**src/rtl/mem_req_arbiter.sv**
```systemverilog
// mem_req_arbiter: round-robin arbiter sharing one memory block between NREQ requesters.
// Optional MEMCTL_RETRY_EN: grants blocked by full/empty wait in HOLD up to RETRY_MAX cycles.
module mem_req_arbiter #(
  parameter int NREQ = 4,
  parameter int RD_LAT = 1,
  parameter int RETRY_MAX = 15
) (
  input  logic              clk,
  input  logic              reset,
  input  logic [NREQ-1:0]   req_valid,
  output logic [NREQ-1:0]   req_ready,
  input  logic [2*NREQ-1:0] req_op,
  input  logic [2*NREQ-1:0] req_chip,
  input  logic [3*NREQ-1:0] req_mode,
  input  logic [32*NREQ-1:0] req_wdata,
  output logic [NREQ-1:0]   rsp_valid,
  output logic [31:0]       rsp_rdata,
  output logic              rsp_err,
  output logic [31:0]       Din,
  output logic [2:0]        mode_in,
  output logic [2:0]        chip_en,
  output logic [1:0]        rw,
  output logic              mem_reset,
  input  logic [31:0]       Dout,
  input  logic              full,
  input  logic              empty
);
  localparam int PW = NREQ > 1 ? $clog2(NREQ) : 1;
  localparam int CMAX = RD_LAT > RETRY_MAX ? RD_LAT : RETRY_MAX;
  localparam int CW = $clog2(CMAX + 1);
  typedef enum logic [2:0] {
    IDLE, ISSUE, WAIT, RESP
`ifdef MEMCTL_RETRY_EN
    , HOLD
`endif
  } state_t;
  state_t state, nxt;
  logic [PW-1:0] rr_ptr, gnt, owner;
  logic hit, ill, blk, err_q, err_n, clr_q;
  logic [1:0] op_g, chip_g, op_q, chip_q, op_n, chip_n;
  logic [CW-1:0] cnt;
  always_comb begin
    gnt = '0;
    hit = 1'b0;
    for (int i = NREQ - 1; i >= 0; i--)
      if (req_valid[(int'(rr_ptr) + i) % NREQ]) begin
        gnt = PW'((int'(rr_ptr) + i) % NREQ);
        hit = 1'b1;
      end
  end
  assign op_g = req_op[2*gnt +: 2];
  assign chip_g = req_chip[2*gnt +: 2];
  assign ill = op_g == 2'b11 || chip_g == 2'b11;
  assign blk = (op_g == 2'b01 && full) || (op_g == 2'b00 && empty);
  assign req_ready = (state == IDLE && hit && !reset) ? NREQ'(1) << gnt : '0;
  assign rsp_valid = state == RESP ? NREQ'(1) << owner : '0;
  assign rsp_err = state == RESP && err_q;
  assign mem_reset = reset | clr_q;
`ifdef MEMCTL_RETRY_EN
  logic hold_blk;
  assign hold_blk = (op_q == 2'b01 && full) || (op_q == 2'b00 && empty);
`endif
  always_comb begin
    nxt = state;
    err_n = err_q;
    op_n = op_q;
    chip_n = chip_q;
    case (state)
      IDLE: if (hit) begin
        op_n = op_g;
        chip_n = chip_g;
`ifdef MEMCTL_RETRY_EN
        err_n = ill;
        nxt = ill ? RESP : blk ? HOLD : ISSUE;
`else
        err_n = ill | blk;
        nxt = (ill | blk) ? RESP : ISSUE;
`endif
      end
      ISSUE: nxt = op_q == 2'b00 ? WAIT : RESP;
      WAIT: nxt = cnt == CW'(RD_LAT - 1) ? RESP : WAIT;
`ifdef MEMCTL_RETRY_EN
      HOLD: begin
        err_n = hold_blk;
        nxt = !hold_blk ? ISSUE : cnt == CW'(RETRY_MAX - 1) ? RESP : HOLD;
      end
`endif
      default: nxt = IDLE;
    endcase
  end
  // strobe registers load on the edge entering ISSUE so they are valid for exactly that cycle
  always_ff @(posedge clk or posedge reset)
    if (reset) begin
      state <= IDLE;
      rr_ptr <= '0;
      owner <= '0;
      op_q <= '0;
      chip_q <= '0;
      err_q <= 1'b0;
      cnt <= '0;
      rsp_rdata <= '0;
      Din <= '0;
      mode_in <= '0;
      chip_en <= '0;
      rw <= '0;
      clr_q <= 1'b0;
    end else begin
      state <= nxt;
      op_q <= op_n;
      chip_q <= chip_n;
      err_q <= err_n;
      cnt <= nxt == state ? cnt + CW'(1) : '0;
      rw <= nxt != ISSUE ? 2'b00 : op_n == 2'b00 ? 2'b10 : op_n == 2'b01 ? 2'b01 : 2'b00;
      chip_en <= (nxt == ISSUE && !op_n[1]) ? 3'b001 << chip_n : 3'b000;
      clr_q <= nxt == ISSUE && op_n == 2'b10;
      if (state == IDLE && hit) begin
        owner <= gnt;
        rr_ptr <= gnt == PW'(NREQ - 1) ? '0 : gnt + PW'(1);
        mode_in <= req_mode[3*gnt +: 3];
        Din <= req_wdata[32*gnt +: 32];
        rsp_rdata <= '0;
      end else if (state == WAIT && nxt == RESP) rsp_rdata <= Dout;
    end
endmodule

```
**config.mk**
```make
export PLATFORM = sky130hd
export DESIGN_NAME = mem_req_arbiter
export DESIGN_NICKNAME = d
export VERILOG_FILES = /design/src/rtl/mem_req_arbiter.sv
export SDC_FILE = /design/constraint.sdc
export NUM_CORES = 1
export LEC_CHECK = 0
export CAP_MARGIN = 0
export CORE_AREA = 2 2 114 127
export DETAILED_ROUTE_END_ITERATION = 16
export DIE_AREA = 0 0 116 129
export PLACE_DENSITY_LB_ADDON = 0.2
export RECOVER_POWER = 50
export SLEW_MARGIN = 0
export SYNTH_ARGS = -nofsm -noshare
export SYNTH_HDL_FRONTEND = slang
export SYNTH_SLANG_ARGS = --single-unit
```
**constraint.sdc**
```tcl
create_clock -name clk -period 2.6 [get_ports clk]
set_input_delay 0.26 -clock clk [delete_from_list [all_inputs] [get_ports clk]]
set_output_delay 0.26 -clock clk [all_outputs]
set_load 0.005 [all_outputs]
```
==> run summary, run 1 <==
CTS
---------------------------------------------------------------------------
CTS tree .....................................................        built
Maximum level of the CTS H-tree ..............................            3
Root Buffer .................................................. sky130_fd_sc_hd__clkbuf_16
Largest buffer count on any clock path .......................            2
Count of hold buffers inserted by post-cts repair ............            0
TritonCTS Buffers ............................................            9
Number of sinks driven by the clock tree .....................           89
Clock transition at the registers of the reported paths ......      0.06 ns
Insertion delay to the later sink of the worst-skew pair .....      0.33 ns

SETUP PATH
---------------------------------------------------------------------------
Data arrival time of the critical path .......................      2.82 ns
Critical-path cell list ...................................... nor2_2 -> o21bai_4 -> a221oi_4 -> inv_2 -> buf_6 -> mux4_2 -> or2_4 -> mux2i_4 -> a31oi_4 -> nor3b_2
Maximum fanout encountered on the critical timing path .......            7
Type of destination of the critical path .....................    flip-flop
Worst setup slack for register-to-register paths .............      0.04 ns
Longest individual stage delay on the worst path .............      0.46 ns
Category of the worst setup path launch point ................    flip-flop
Endpoint of the worst register-to-register path ..............        rw[0]
RR Startpoint ................................................    rr_ptr[0]
Class of the most critical setup path ........................      reg2reg
Number of cells on the worst reg-to-reg path .................           10
Origin of the worst setup path ...............................    rr_ptr[0]
Req. time, crit path .........................................      2.86 ns
Max stage delay cell, worst path ............................. sky130_fd_sc_hd__mux4_2

FINISH
---------------------------------------------------------------------------
Layout area overhead .........................................        73.6%
Nets .........................................................        1,070
Fill count ...................................................        1,240
Ratio of cells with drive above 1 in the final layout ........        7.56%

POWER
---------------------------------------------------------------------------
Worst vdd ir .................................................     0.426 mV
Internal Pwr Total ...........................................    0.00482 W
PwrDens ......................................................  923 nW/um^2
Share of total power consumed by net switching ...............        36.0%
Sequential cell fraction of total power ......................        31.7%
Final total power ............................................    0.00753 W
Combinational fraction of design power .......................        51.1%
Share of power burned in the clock network ...................        17.2%
Switching power summed over all nets .........................    0.00271 W
Leakage power figure .........................................      3.68 nW

ROUTE
---------------------------------------------------------------------------
Number of iterations in the first detailed-routing pass ......            4
Average vias per placed instance .............................         4.78
Total length of routed wires .................................    15,700 um
First-iteration detailed-routing DRC count ...................          260
Avg WL per Cell ..............................................      14.8 um
Via count of the routed design ...............................        5,079
Detail Route Antenna Nets ....................................            0
Post-route DRC violation count ...............................            0

TIMING
---------------------------------------------------------------------------
Clock skew after layout ......................................   0.00689 ns
Final worst path period need .................................      2.56 ns
Final Hold Fails .............................................            0
Slew at the pin closest to its max-slew limit ................      1.30 ns
Final worst setup slack ......................................    0.0404 ns
Final setup violating endpoints ..............................            0
Headroom to the max-slew limit ...............................        12.9%
Worst hold margin ............................................     0.478 ns
Unrepaired setup endpoints after global routing ..............         true
Period Utilization, post-route ...............................        98.4%
Max-slew violations ..........................................            0
Max Clock Freq ...............................................      391 MHz

YOSYS
---------------------------------------------------------------------------
YS warnings ..................................................            0
Distinct cell type count of the synthesized netlist ..........           38
Post-synthesis sequential area ratio .........................        47.3%
Average cell area after synthesis ............................    7.95 um^2
Gate count after technology mapping ..........................          592
Post-Syn Area ................................................    4700 um^2
Post-synthesis sequential element count ......................           89
Synthesized netlist net count ................................          794

DIE
---------------------------------------------------------------------------
Starting density of the core .................................        34.5%
Die area .....................................................  15,000 um^2
Placeable core region ........................................  13,600 um^2
Standard-cell row count ......................................           45
Boundary pin count ...........................................          278
Die Span X ...................................................       116 um
Vert. Die Dim ................................................       129 um

RUN STATUS
---------------------------------------------------------------------------
Status ....................................................... finished, final reports clean

GLOBAL ROUTE
---------------------------------------------------------------------------
Total Routing Usage GR .......................................        20.8%
Sum of overflow across all layers after global routing .......            0
Initial antenna violation count ..............................            2
Number of global-route vias before repair ....................        4,940
First-pass GRT wire length ...................................    24,200 um
Maximum number of pins on one net before global-route repair .           72

HOLD PATH
---------------------------------------------------------------------------
WHS Path Cells ...............................................            2
Start point of the worst hold path ...........................       Din[5]
Path category of the worst min-delay check ...................      reg2reg
Endpoint of the worst hold-timing path .......................       Din[5]

PLACED DESIGN
---------------------------------------------------------------------------
Post-DP HPWL .................................................    12,000 um
Buffers on Ports .............................................          277
Pre-CTS setup slack ..........................................    -0.301 ns
Routability cong. ............................................        0.838

JOB
---------------------------------------------------------------------------
Max-capacitance violation count ..............................            0

-- cell usage in the layout, fill, tap and decap left out, types with 9 or more instances in the layout --
cell,synthesis,final
sky130_fd_sc_hd__o21ai_0,39,39
sky130_fd_sc_hd__dfrtp_1,89,88
sky130_fd_sc_hd__a22o_1,32,32
sky130_fd_sc_hd__nor2_1,124,122
sky130_fd_sc_hd__nand2_1,118,118
sky130_fd_sc_hd__o21ai_1,41,41
sky130_fd_sc_hd__clkbuf_16,0,9
sky130_fd_sc_hd__clkdlybuf4s50_1,0,231
sky130_fd_sc_hd__nand3_1,37,37
sky130_fd_sc_hd__buf_4,0,23
sky130_fd_sc_hd__dlygate4sd3_1,0,41
-- critical path, delay by kind of cell (launching register included) --
family	cells	cell delay, ns
AOI/OAI and AO/OA	3	0.68
buffers and inverters	2	0.19
DFF	1	0.42
muxes	2	0.64
and+or+nand+nor	3	0.55
-- synth_stat cells --
library cell	instances	share of area (%)
sky130_fd_sc_hd__and3_1	6	0.80
sky130_fd_sc_hd__a22o_1	32	6.0
sky130_fd_sc_hd__inv_2	1	0.080
sky130_fd_sc_hd__ha_1	6	1.6
sky130_fd_sc_hd__a31oi_2	1	0.27
sky130_fd_sc_hd__and4_1	1	0.19
sky130_fd_sc_hd__nor3_1	6	0.64
sky130_fd_sc_hd__a21oi_1	2	0.21
sky130_fd_sc_hd__dfrtp_1	89	47
sky130_fd_sc_hd__a221oi_4	1	0.56
sky130_fd_sc_hd__o21ai_1	41	4.4
sky130_fd_sc_hd__inv_1	10	0.80
sky130_fd_sc_hd__and2_1	1	0.13
sky130_fd_sc_hd__buf_1	6	0.48
sky130_fd_sc_hd__or2_2	2	0.27
sky130_fd_sc_hd__xor2_1	1	0.19
sky130_fd_sc_hd__conb_1	1	0.080
sky130_fd_sc_hd__nand4_1	1	0.13
sky130_fd_sc_hd__clkbuf_1	34	2.7
sky130_fd_sc_hd__o21bai_1	1	0.16
sky130_fd_sc_hd__nand2b_1	1	0.13
sky130_fd_sc_hd__a31oi_1	4	0.53
sky130_fd_sc_hd__nor2_1	124	9.9
sky130_fd_sc_hd__o21ai_0	39	4.1
sky130_fd_sc_hd__mux2i_1	8	1.7
sky130_fd_sc_hd__xnor2_1	1	0.19
sky130_fd_sc_hd__or4_1	1	0.16
sky130_fd_sc_hd__nor2b_1	2	0.27
sky130_fd_sc_hd__nor4_1	2	0.27
sky130_fd_sc_hd__nand2_1	118	9.4
sky130_fd_sc_hd__nor3b_1	4	0.64
sky130_fd_sc_hd__nand3b_1	1	0.16
sky130_fd_sc_hd__nand3_1	37	3.9
sky130_fd_sc_hd__or2_0	1	0.13
sky130_fd_sc_hd__or2_1	1	0.13
sky130_fd_sc_hd__a21o_1	1	0.16
sky130_fd_sc_hd__mux4_2	1	0.48
sky130_fd_sc_hd__mux2_2	3	0.72
-- through the flow --
step	area, um^2	std cells	utilization [%]	setup TNS, ns
finish	8170	1062	59.9	0
global route	8160	1061	59.9	-0.144
CTS	8080	1058	59.3	-0.0131
detailed placement	7760	1040	57.0	-10.10
global placement	7760	1040	57.0	-3.31
floorplan	4710	592	-	0
-- power groups by stage --
stage               clock network, W  registers (W)  logic (W)
floorplan                          0        0.00242    0.00181
detailed placement                 0        0.00242    0.00387
finish                       0.00130        0.00239    0.00385
global route                 0.00141        0.00247    0.00430
CTS                          0.00133        0.00241    0.00391
global placement                   0        0.00242    0.00378
-- kinds of logic (layout without fill, tap and decap cells) --
kind of cell	after synthesis	in the layout	share of synthesized area, %
AOI/OAI and AO/OA	122	122	16.4
xor gates and xnor gates	2	2	0.372
DFF	89	89	47.3
and+or+nand+nor	309	309	27.3
other	1	2	0.0797
buffers and inverters	51	332	4.07
muxes	12	12	2.90
adders and majority gates	6	6	1.60
-- cell type report --
class / instances / area (um^2) / share of cell area [%]
diodes: 1 / 2.50 / 0.0306
clock buffers: 12 / 246 / 3.02
clock inverters: 4 / 52.6 / 0.643
inverters: 11 / 42.5 / 0.521
multi-input cells: 452 / 2360 / 28.9
flip-flops and latches: 89 / 2230 / 27.3
well taps: 188 / 235 / 2.88
repair buffers: 305 / 3000 / 36.7
-- per-layer routing --
layer	up-vias	wire length (um)	global-route usage [%]	part of all wire, %
met5	-	11	0	0.070
met1	2312	6080	23.4	39
met2	209	7710	36.8	49
met4	2	225	6.37	1.4
met3	17	1670	7.25	11
li1	2539	-	-	-
-- registers in the layout, indices dropped and copies added, names as in the netlist --
register and cells:
Din 32, rsp_rdata 32, cnt 4, chip_en 3, mode_in 3, state 3
chip_q 2, op_q 2, owner 2, rr_ptr 2, rw 2, clr_q 1
err_q 1
-- what timing repair did --
item | CTS | global route
setup endpoints to repair | 4 | 39
buffers inserted | 2 | 3
pin swaps | 1 | 9
gates resized for setup | 6 | 17
-- how the worst max path moves through the flow --
stage | slack, ns | end | cells after the start
after global placement | -0.1 | rsp_rdata[3] | 7
after floorplan | 0.19 | chip_en[0] | 9
after global routing | -0.07 | rw[0] | 10
after detailed placement | -0.30 | rsp_rdata[17] | 7
final | 0.04 | rw[0] | 10
after CTS | -0.01 | rw[0] | 10
No activity file was read; power rests on OpenSTA's default activity.
==> inputs of run 2 (changes only) <==
--- a/config.mk
+++ b/config.mk
@@ -7,9 +7,10 @@
 export LEC_CHECK = 0
 export CAP_MARGIN = 0
 export CORE_AREA = 2 2 114 127
+export CTS_CLUSTER_SIZE = 12
 export DETAILED_ROUTE_END_ITERATION = 16
 export DIE_AREA = 0 0 116 129
-export PLACE_DENSITY_LB_ADDON = 0.2
+export PLACE_DENSITY = 0.84
 export RECOVER_POWER = 50
 export SLEW_MARGIN = 0
 export SYNTH_ARGS = -nofsm -noshare
==> run 2 against run 1 <==
Die area stayed put. Critical path depth stayed put. Clock-buffer cell count is 1 lower. Sequential cell count stayed put. Worst setup slack better by 0.016 ns. Combinational power is 2% lower. Register-to-register slack better by 0.02 ns. Final area is 0.17% lower. Hold slack worse by 0.13 ns. Non-clock buffer count stayed put. Final cell count hardly changed. First-iteration DRC count is 15% lower.
==> run summary, run 2 (synthesis gave the netlist of run 1 again) <==
GLOBAL ROUTE
----------------------------------------------------------------------------
Initial antenna violation count ...............................            0   -2
Sum of overflow across all layers after global routing ........            0   unchanged
Total Routing Usage GR ........................................        21.4%   +0.60 points
Maximum number of pins on one net before global-route repair ..           76   +5.6%
First-pass GRT wire length ....................................    24,700 um   +2.0%
Number of global-route vias before repair .....................        4,979   +0.79%

PLACED DESIGN
----------------------------------------------------------------------------
Cell total after placement ....................................        1,039   -0.096%
Routability cong. .............................................        0.810   -3.3%
Buffers on Ports ..............................................          277   unchanged
Post-DP HPWL ..................................................    12,100 um   +0.49%
Placement Cell Area ...........................................    7770 um^2   about the same

SETUP PATH
----------------------------------------------------------------------------
Worst setup slack for register-to-register paths ..............      0.06 ns   +0.02 ns
Number of cells on the worst reg-to-reg path ..................           10   unchanged
Origin of the worst setup path ................................    rr_ptr[1]
Endpoint of the worst register-to-register path ...............   chip_en[0]
Req. time, crit path ..........................................      2.86 ns   about the same
Type of destination of the critical path ......................    flip-flop
Category of the worst setup path launch point .................    flip-flop
Data arrival time of the critical path ........................      2.80 ns   -0.02 ns
RR Startpoint .................................................    rr_ptr[1]
Maximum fanout encountered on the critical timing path ........            7   unchanged
Class of the most critical setup path .........................      reg2reg

ROUTE
----------------------------------------------------------------------------
Post-route DRC violation count ................................            0   unchanged
Avg WL per Cell ...............................................      15.2 um   +2.7%
Via count of the routed design ................................        5,126   +0.93%
Detail Route Antenna Nets .....................................            0   unchanged
First-iteration detailed-routing DRC count ....................          221   -15%
Number of iterations in the first detailed-routing pass .......            5   +1
Total length of routed wires ..................................    16,100 um   +2.6%
Average vias per placed instance ..............................         4.83   +1.0%

FINISH
----------------------------------------------------------------------------
Layout area overhead ..........................................        73.3%
Antenna fix cells .............................................            0   -1
Utilization of the core after routing .........................        59.8%   -0.10 points
Ratio of cells with drive above 1 in the final layout .........        6.99%   -0.57 points
Total non-filler cell area in the finished layout .............    8150 um^2   -0.17%
Commonest non-fill, non-tap cells in the layout ............... sky130_fd_sc_hd__clkdlybuf4s50_1 (201), sky130_fd_sc_hd__nor2_1 (123), sky130_fd_sc_hd__nand2_1 (118)
Number of cells in the finished layout apart from fillers .....        1,061   -0.094%
Nets ..........................................................        1,070   unchanged
Registers with the highest flip-flop counts ................... Din x32, rsp_rdata x32, cnt x4
Most common library cell in the layout ignoring fill and taps . sky130_fd_sc_hd__clkdlybuf4s50_1

POWER
----------------------------------------------------------------------------
Leakage power figure ..........................................      3.77 nW   +2.4%
Worst vdd ir ..................................................     0.423 mV   -0.60%
Share of power burned in the clock network ....................        17.9%   +0.7 points
Combinational fraction of design power ........................        50.6%   -0.5 points
PwrDens .......................................................  918 nW/um^2   -0.53%
Internal Pwr Total ............................................    0.00475 W   -1.5%
Switching power summed over all nets ..........................    0.00273 W   +0.79%
Sequential cell fraction of total power .......................        31.5%   -0.2 points
Share of total power consumed by net switching ................        36.5%   +0.54 points

CTS
----------------------------------------------------------------------------
Number of sinks driven by the clock tree ......................           89   unchanged
TritonCTS Buffers .............................................            9   unchanged
Largest buffer count on any clock path ........................            2   unchanged
Root Buffer ................................................... sky130_fd_sc_hd__clkbuf_16
Clock transition at the registers of the reported paths .......      0.07 ns   about the same
Maximum level of the CTS H-tree ...............................            3   unchanged
CTS tree ......................................................        built
Count of hold buffers inserted by post-cts repair .............            0   unchanged
Insertion delay to the later sink of the worst-skew pair ......      0.34 ns   about the same

TIMING
----------------------------------------------------------------------------
Final setup violating endpoints ...............................            0   unchanged
Final worst path period need ..................................      2.54 ns   -0.0160 ns
Unrepaired setup endpoints after global routing ...............         true
Clock skew after layout .......................................   0.00542 ns   -0.00146 ns
Headroom to the max-slew limit ................................        31.7%   +19 points
Final Hold Fails ..............................................            0   unchanged
Max Clock Freq ................................................      393 MHz   +0.63%
Period Utilization, post-route ................................        97.8%   -0.62 points
Slew at the pin closest to its max-slew limit .................      1.02 ns   -0.280 ns
Max-slew violations ...........................................            0   unchanged

DIE
----------------------------------------------------------------------------
Placeable core region .........................................  13,600 um^2   unchanged
Vert. Die Dim .................................................       129 um   unchanged
Standard-cell row count .......................................           45   unchanged
Die area ......................................................  15,000 um^2   unchanged
Die Span X ....................................................       116 um   unchanged
Starting density of the core ..................................        34.5%   unchanged
Boundary pin count ............................................          278   unchanged

RUN STATUS
----------------------------------------------------------------------------
Status ........................................................ finished, final reports clean

JOB
----------------------------------------------------------------------------
Max-capacitance violation count ...............................            0   unchanged

HOLD PATH
----------------------------------------------------------------------------
Path category of the worst min-delay check ....................     in2async

==> run 2: changes by cell type in the layout (fill, tap and decap cells not counted), moves of 2 or more <==
cell	delta
sky130_fd_sc_hd__clkdlybuf4s50_1	-30
sky130_fd_sc_hd__dlygate4sd3_1	+30
sky130_fd_sc_hd__dlymetal6s2s_1	+3
sky130_fd_sc_hd__nor3_1	+3
sky130_fd_sc_hd__nor3_2	-3
sky130_fd_sc_hd__clkbuf_2	-2
sky130_fd_sc_hd__dlygate4sd2_1	-2
sky130_fd_sc_hd__inv_6	+2
==> run 2: final cells by class <==
| type | instances | area (um^2) |
|---|---|---|
| Clock inverter | 5 | 62.6 |
| Timing Repair Buffer | 305 | 3020 |
| Fill cell | 1194 | 5470 |
| Clock buffer | 11 | 243 |
| Tap cell | 188 | 235 |
| Multi-Input combinational cell | 452 | 2320 |
| Sequential cell | 89 | 2230 |
| Inverter | 11 | 42.5 |
==> run 2: worst max-delay path by stage <==
stage,endpoint,slack [ns],cells past startpoint
floorplan,chip_en[0],0.19,9
global placement,chip_en[0],-0.08,8
detailed placement,chip_en[2],-0.15,8
CTS,req_ready[3],0.01,7
global route,chip_en[2],-0.1,10
finish,chip_en[0],0.06,10
==> run 2: routing by layer <==
| layer | vias up | track usage [%] | part of all wire (%) |
|---|---|---|---|
| met5 | - | 0 | 0 |
| met4 | 0 | 8.75 | 2.7 |
| met3 | 27 | 7.54 | 11 |
| met2 | 230 | 36.7 | 48 |
| met1 | 2322 | 24.1 | 38 |
| li1 | 2547 | - | - |
==> run 2: stage by stage <==
stage / TNS, ns / hold WS (ns) / total power [W] / setup slack, ns
after floorplan: 0 / 0.400 / 0.00422 / 0.186
after global placement: -0.462 / 0.463 / 0.00623 / -0.0848
after detailed placement: -0.799 / 0.473 / 0.00631 / -0.148
after CTS: 0 / 0.226 / 0.00775 / 0.0133
after global routing: -0.454 / 0.352 / 0.00810 / -0.0974
final: 0 / 0.351 / 0.00748 / 0.0564
==> run 2: critical path: stages, from the launching register on <==
cell and delay [ns]:
sky130_fd_sc_hd__dfrtp_2 0.39, sky130_fd_sc_hd__nor2_1 0.06, sky130_fd_sc_hd__o21bai_2 0.20, sky130_fd_sc_hd__a221oi_4 0.31
sky130_fd_sc_hd__inv_2 0.06, sky130_fd_sc_hd__buf_4 0.15, sky130_fd_sc_hd__mux4_2 0.42, sky130_fd_sc_hd__or2_0 0.25
sky130_fd_sc_hd__mux2i_2 0.24, sky130_fd_sc_hd__a31oi_4 0.17, sky130_fd_sc_hd__nor3_1 0.21
==> run 2: repair_timing <==
item / CTS / global route
resized for setup: 3 / 10
endpoints found under the setup margin: 4 / 10
pin swaps: 1 / 1
setup buffers: 4 / 2
==> run 2: power by group through the flow <==
| stage | Combinational, W | Sequential, W | Clock, W |
|---|---|---|---|
| floorplan | 0.00181 | 0.00242 | 0 |
| global placement | 0.00385 | 0.00239 | 0 |
| detailed placement | 0.00390 | 0.00241 | 0 |
| CTS | 0.00398 | 0.00239 | 0.00138 |
| global route | 0.00422 | 0.00244 | 0.00144 |
| finish | 0.00379 | 0.00236 | 0.00134 |
